`src/rtl/ksa.sv`:
```
// ARC4 key-scheduling engine: permutes the 256-byte S memory in place using a
// 24-bit key, one read-read-write-write iteration per index i.
module ksa (
  input  logic        clk,
  input  logic        rst,
  input  logic        en,
  output logic        rdy,
  input  logic [23:0] key,
  output logic [7:0]  addr,
  input  logic [7:0]  rddata,
  output logic [7:0]  wrdata,
  output logic        wren,
  output logic [2:0]  state_dbg
);

  // Handshake: a run starts on a rising edge where en=1 and rdy=1; rdy then
  // stays low until the 256th iteration has written back, and en is ignored.
  typedef enum logic [2:0] {
    IDLE, RD_I, LATCH_I, RD_J, LATCH_J, WR_I, WR_J
  } state_t;

  state_t      state;
  logic [7:0]  i;
  logic [7:0]  j;
  logic [1:0]  kidx;
  logic [7:0]  si;
  logic [23:0] k;
  logic [7:0]  k_byte;
  logic [7:0]  j_next;

  always_comb begin
    k_byte = k[23:16];
    case (kidx)
      2'd1:    k_byte = k[15:8];
      2'd2:    k_byte = k[7:0];
      default: k_byte = k[23:16];
    endcase
  end

  assign j_next    = j + rddata + k_byte;
  assign state_dbg = state;

  // wrdata doubles as the sj capture: it is loaded in LATCH_J and driven in WR_I.
  always_ff @(posedge clk) begin
    if (rst) begin
      state  <= IDLE;
      i      <= 8'd0;
      j      <= 8'd0;
      kidx   <= 2'd0;
      si     <= 8'd0;
      k      <= 24'd0;
      rdy    <= 1'b1;
      wren   <= 1'b0;
      addr   <= 8'd0;
      wrdata <= 8'd0;
    end else begin
      case (state)
        IDLE: begin
          if (en) begin
            k     <= key;
            i     <= 8'd0;
            j     <= 8'd0;
            kidx  <= 2'd0;
            addr  <= 8'd0;
            rdy   <= 1'b0;
            wren  <= 1'b0;
            state <= RD_I;
          end
        end
        RD_I: begin
          addr  <= i;
          state <= LATCH_I;
        end
        LATCH_I: begin
          si    <= rddata;
          j     <= j_next;
          addr  <= j_next;
          state <= RD_J;
        end
        RD_J: begin
          addr  <= j;
          state <= LATCH_J;
        end
        LATCH_J: begin
          addr   <= i;
          wrdata <= rddata;
          wren   <= 1'b1;
          state  <= WR_I;
        end
        WR_I: begin
          addr   <= j;
          wrdata <= si;
          state  <= WR_J;
        end
        WR_J: begin
          i    <= i + 8'd1;
          kidx <= (kidx == 2'd2) ? 2'd0 : kidx + 2'd1;
          wren <= 1'b0;
          if (i == 8'hFF) begin
            addr  <= 8'd0;
            rdy   <= 1'b1;
            state <= IDLE;
          end else begin
            addr  <= i + 8'd1;
            state <= RD_I;
          end
        end
        default: state <= IDLE;
      endcase
    end
  end

endmodule

```
`config.mk`:
```
export PLATFORM = sky130hd
export DESIGN_NAME = ksa
export DESIGN_NICKNAME = d
export VERILOG_FILES = /design/src/rtl/ksa.sv
export SDC_FILE = /design/constraint.sdc
export NUM_CORES = 1
export LEC_CHECK = 0
export CAP_MARGIN = 10
export CORE_AREA = 10 10 107 109
export CTS_BUF_LIST = sky130_fd_sc_hd__clkbuf_4
export CTS_CLUSTER_SIZE = 20
export DETAILED_ROUTE_END_ITERATION = 10
export DIE_AREA = 0 0 117 119
export SLEW_MARGIN = 20
export SYNTH_ARGS = -nofsm -noshare
export SYNTH_HDL_FRONTEND = slang
export SYNTH_SLANG_ARGS = --single-unit
```
`constraint.sdc`:
```
create_clock -name clk -period 4.7 [get_ports clk]
set_clock_uncertainty 0.2 [all_clocks]
set_input_delay 0.47 -clock clk [delete_from_list [all_inputs] [get_ports clk]]
set_output_delay 0.47 -clock clk [all_outputs]
set_load 0.02 [all_outputs]
```
# After elaboration in Yosys (flattened, before gate mapping)
# Cells that the tools add are included.
# Widths: inputs -> output; s select.
# totals
out_inout_bits,21
inputBits,35
regBits,71
word_cells,56
# op_classes
mux,17
n_eq_ne,11
reduce_logical,14
addsub,4
# op_table
op,count
$pmux 8 s2,4
$pmux 8 s5,1
$pmux 3 s7,1
$add 8x8->8,2
$mux 8,2
$reduce_and 2->1,5
$eq 3x3->1 const B,3
$add 8x1->8 const B,1
$eq 8x8->1 const B,1
$eq 3x2->1 const B,2
$reduce_bool 2->1,3
$reduce_bool 5->1,1
$mux 2,2
$ne 2x2->1 const B,2
$pmux 2 s2,1
$reduce_or 2->1,2
$eq 3x1->1 const B,1
$logic_not 3->1,1
$mux 1,3
$mux 3,1
$pmux 1 s3,1
$reduce_and 3->1,1
$reduce_bool 3->1,1
$add 2x1->2 const B,1
other kinds (3),3

# Logic depth before layout (Yosys ltp)
# depth
ltp_word,4
depth_mapped,15
ltp_nobuf,14

# Worst setup path before layout
# OpenSTA, ideal clock, no wires.
# synth_timing
kind,register to register
from,reg kidx[0]
to,reg addr[7]
setup_ns,0.134
t_required_ns,4.366
path_buffers,2
path_slack_ns,1.233
arrival_ns,3.133
stages_incl_launch_ff,15
period_less_slack_ns,3.467
path_cell_list,dfxtp_1 inv_1 ha_1 clkbuf_1 clkbuf_1 o21ai_0 fa_1 inv_1 ha_1 fa_1 a211oi_1 o21bai_1 a21oi_1 xnor2_1 o22ai_1
# synth_between
elab_chain_len,4
elab_cells_between_ends,5
cone_classes,add/sub (1); eq/ne (2); mux (2)
# synth_lines
item,line_no,source
start: declaration,25,logic [1:0] kidx;
start signal: assignment,97,kidx <= (kidx == 2'd2) ? 2'd0 : kidx + 2'd1;
$eq 2x2->1 or $eq 2x1->1 (tied branches),33,case (kidx)
$pmux 8 s2 *,33,
$add 8x8->8 *,40,assign j_next = j + rddata + k_byte;
$pmux 8 s5 *,57,case (state)
end signal: assignment,71,addr <= i;
end signal: assignment,77,addr <= j_next;
end signal: assignment,81,addr <= j;
end: declaration,9,"output logic [7:0] addr,"
# Every way passes the cells marked *; elsewhere a longest branch is shown, timed or not.
# A chain may end at the register's enable or synchronous reset.

# Final worst setup path
# Ends and elaborated chain as after synthesis.

==> results.txt <==
----------------------------------------------------
[Status]
  Run status ... complete, no violations

[Route]
  Ratio of routed vias to standard cells ... 5.34
  Detailed Route Iter0 Violations ... 181
  Final WL ... around 9 mm
  Total via count in the routed design ... approximately 3200
  DRC Markers ... 0
  Post-detailed-route wirelength per cell ... around 15 um
  Number of search-and-repair iterations in the first detailed-routing pass ... 4
  Final ANT Viol Nets ... 0

[Synth]
  Sequential fraction of the synthesis area ... ~39%
  Share of synthesized registers carrying an async set or reset ... 0%
  Post-Syn Area per Cell ... between 8 and 9 um2
  Warnings, synthesis ... 0
  Synth Cell Area ... about 0.0036 mm2
  Most instantiated flip-flop cell in the synthesis netlist ... sky130_fd_sc_hd__dfxtp_1
  Distinct cell type count of the synthesized netlist ... 41
  #FFs+latches synth ... 71
  Count of flip-flops with a built-in enable after synthesis ... 0
  Post-Synthesis Cells ... about 440
  Synthesized netlist net count ... between 400 and 500

[Global routing]
  Total congestion overflow ... 0
  Global-route wire length before repair ... 15.4 mm
  Maximum number of pins on one net before global-route repair ... between 40 and 50
  Number of antenna violations at the first check in global routing ... 0
  Total routing resource utilization after global routing ... 13.5%
  Vias in the first global route ... between 3000 and 4000

[STA]
  Final critical path time including I/O delays and setup ... between 3000 and 4000 ps
  Fmax ... around 280 MHz
  Number of hold-slack violations in the final timing report ... 0
  Setup TNS ... 0 ps
  Hold WS ... about 260 ps
  RSZ-0062 raised after global routing ... no
  Part of the cycle the worst path needs ... between 70% and 80%
  Number of pins with negative max-slew slack in the final report ... 0
  Worst-case headroom to the max-slew limit ... between 30% and 40%
  Least-Margin Pin Slew ... between 900 and 1000 ps
  Final count of negative-setup-slack endpoints ... 0
  Worst Setup Slack, final ... roughly 1200 ps

[Hold path]
  Hold Startpoint ... addr[1]
  Number of stages on the worst hold path ... 2
  Sink of the worst hold path ... addr[1]
  Type of the tightest min-delay check ... reg -> reg

[Floorplanning]
  Die span in y ... approximately 120 um
  Die outline area ... about 0.014 mm2
  Boundary Pins ... between 50 and 60
  Core area ... 0.00946 mm2
  Effective utilization at floorplan ... 38.2%
  Count of standard-cell rows ... 36
  Horizontal die dimension ... 117 um

[Cells and area]
  Fin area ... around 0.0043 mm2
  Total area of sequential cells ... around 0.0014 mm2
  Post-route non-filler standard cell count ... 597
  Count of fill cells added during filler insertion ... ~980
  Multi-input gate area in the final layout ... between 0.002 and 0.0025 mm2
  Number of diodes added for antenna fixing ... 0
  Nets@finish ... roughly 530
  Most frequent standard cell in the layout excluding fill and tap cells ... sky130_fd_sc_hd__nand2_1
  Share of cells above drive strength 1 ... around 4.8%
  Most used cells in the layout excluding fill and tap cells ... 80 x sky130_fd_sc_hd__nand2_1, 71 x sky130_fd_sc_hd__dfxtp_1, 63 x sky130_fd_sc_hd__a21oi_1, 54 x sky130_fd_sc_hd__clkdlybuf4s50_1, 37 x sky130_fd_sc_hd__nor2_1
  Area overhead of the layout relative to synthesis ... 18.9%
  Post-layout utilization of the core ... a little under half

[Power and ir drop]
  Power density cells ... 295 mW/mm2
  Leakage Power ... between 1.5 and 2 nW
  Maximum resistive drop on vdd ... 0.000108 V
  Total power ... 1.27 mW

[Place]
  RePlAce Congestion ... ~0.8
  Count of input and output buffers ... 55
  DP Cell Count ... between 500 and 600
  Setup slack at placement ... between 1000 and 1500 ps
  Post-detailed-placement half-perimeter wirelength ... just under 7 mm
  Area post-placement ... ~0.0042 mm2

[Flow run]
  Max-capacitance violation count ... 0

[Clock network]
  Number of H-tree levels ... 3
  # Post-CTS Setup Buffers ... 0
  Clock transition at the registers of the reported paths ... roughly 110 ps
  Resized cells post-CTS ... 0
  Root Driver ... sky130_fd_sc_hd__clkbuf_4
  Number of buffers on the longest clock path ... 2
  TritonCTS buffer count ... 9
  Clock tree from TritonCTS ... built
  # clock sinks ... 71
  Hold-fix buffers at CTS ... 0
  Worst-skew pair later-pin latency ... 410 ps

[Critical path]
  Category of the worst setup path capture point ... flip-flop
  Critical path arrival ... roughly 3600 ps
  Required @ worst endpoint ... approximately 4800 ps
  Class of the most critical setup path ... reg -> reg
  End of the worst register-to-register path ... addr[7]
  CP Max Fanout ... 16
  Register-to-register setup slack ... about 1200 ps
  CP Launch Type ... flip-flop
  R2R Path Start ... kidx[0]
  Cell depth of the worst flop-to-flop path ... 12

----------------------------------------------------
cell type report:
class,instances,share of cell area (%)
Sequential cell,71,33.1
Timing Repair Buffer,60,13.6
Multi-Input combinational cell,328,46.8
Clock buffer,11,1.92
Clock inverter,5,0.583
Tap cell,114,3.32
Inverter,8,0.699
worst max path at each step:
stage,from,end,slack (ps)
3_5_place_dp,kidx[0],addr[7],1230
4_1_cts,kidx[0],addr[7],1200
6_report,kidx[0],addr[7],1180
3_3_place_gp,rddata[1],addr[7],1320
2_1_floorplan,kidx[0],addr[7],1230
5_1_grt,kidx[0],addr[3],960
state kept, by name, indices dropped and copies added, names as in the netlist:
register,cells
addr,8
i,8
j,8
k,24
kidx,2
rdy,1
si,8
state_dbg,3
wrdata,8
wren,1
Yosys cell counts, drive strengths merged (2+ instances only):
cell / count / area, um2
dfxtp: 71 / 1420
a22oi: 23 / 173
xnor2: 10 / 87.6
o21ai: 13 / 65.1
fa: 8 / 160
a22o: 4 / 35.0
and2: 2 / 12.5
xor2: 5 / 43.8
o21bai: 2 / 15.0
nor3: 4 / 20.0
nor2b: 3 / 18.8
a21oi: 63 / 315
nand3b: 4 / 30.0
inv: 8 / 30.0
a21o: 4 / 30.0
a221oi: 7 / 61.3
o22ai: 3 / 18.8
clkbuf: 19 / 71.3
a211oi: 10 / 75.1
nand2: 80 / 300
buf: 15 / 78.8
and3: 2 / 12.5
nand2b: 4 / 25.0
ha: 10 / 125
mux2i: 9 / 90.1
nand3: 5 / 25.0
a31oi: 5 / 31.3
nor2: 39 / 151
critical path: stages (launching register included):
cell and delay, ps:
sky130_fd_sc_hd__dfxtp_1 370, sky130_fd_sc_hd__inv_1 80, sky130_fd_sc_hd__ha_1 540, sky130_fd_sc_hd__o21ai_0 180, sky130_fd_sc_hd__fa_1 500, sky130_fd_sc_hd__inv_1 40, sky130_fd_sc_hd__ha_1 220, sky130_fd_sc_hd__fa_1 430
sky130_fd_sc_hd__a211oi_1 280, sky130_fd_sc_hd__o21bai_1 100, sky130_fd_sc_hd__a21oi_1 180, sky130_fd_sc_hd__xnor2_1 160, sky130_fd_sc_hd__o22ai_1 100
report_power, final:
part	leakage [nW]	switching [mW]	total, mW	internal (mW)
Combinational	0.896	0.155	0.280	0.125
Clock	0.0617	0.209	0.324	0.116
Sequential	0.578	0.0279	0.664	0.636
Total	1.54	0.391	1.27	0.877
layer usage:
layer,share of wire (%),vias up,global-route usage [%]
met4,1.4,0,5.02
met1,46,1482,17.5
li1,-,1613,-
met2,46,81,21.2
met3,5.9,11,3.06
met5,0,-,0
logic make-up after synthesis:
group | count (synthesis) | synth area share (%)
muxes | 9 | 2.49
and+or+nand+nor | 148 | 18.0
xor gates and xnor gates | 15 | 3.64
AOI/OAI and AO/OA | 138 | 23.7
DFF | 71 | 39.3
buffers and inverters | 42 | 4.99
adders and majority gates | 18 | 7.90
Power figures use the tool's default switching activity.
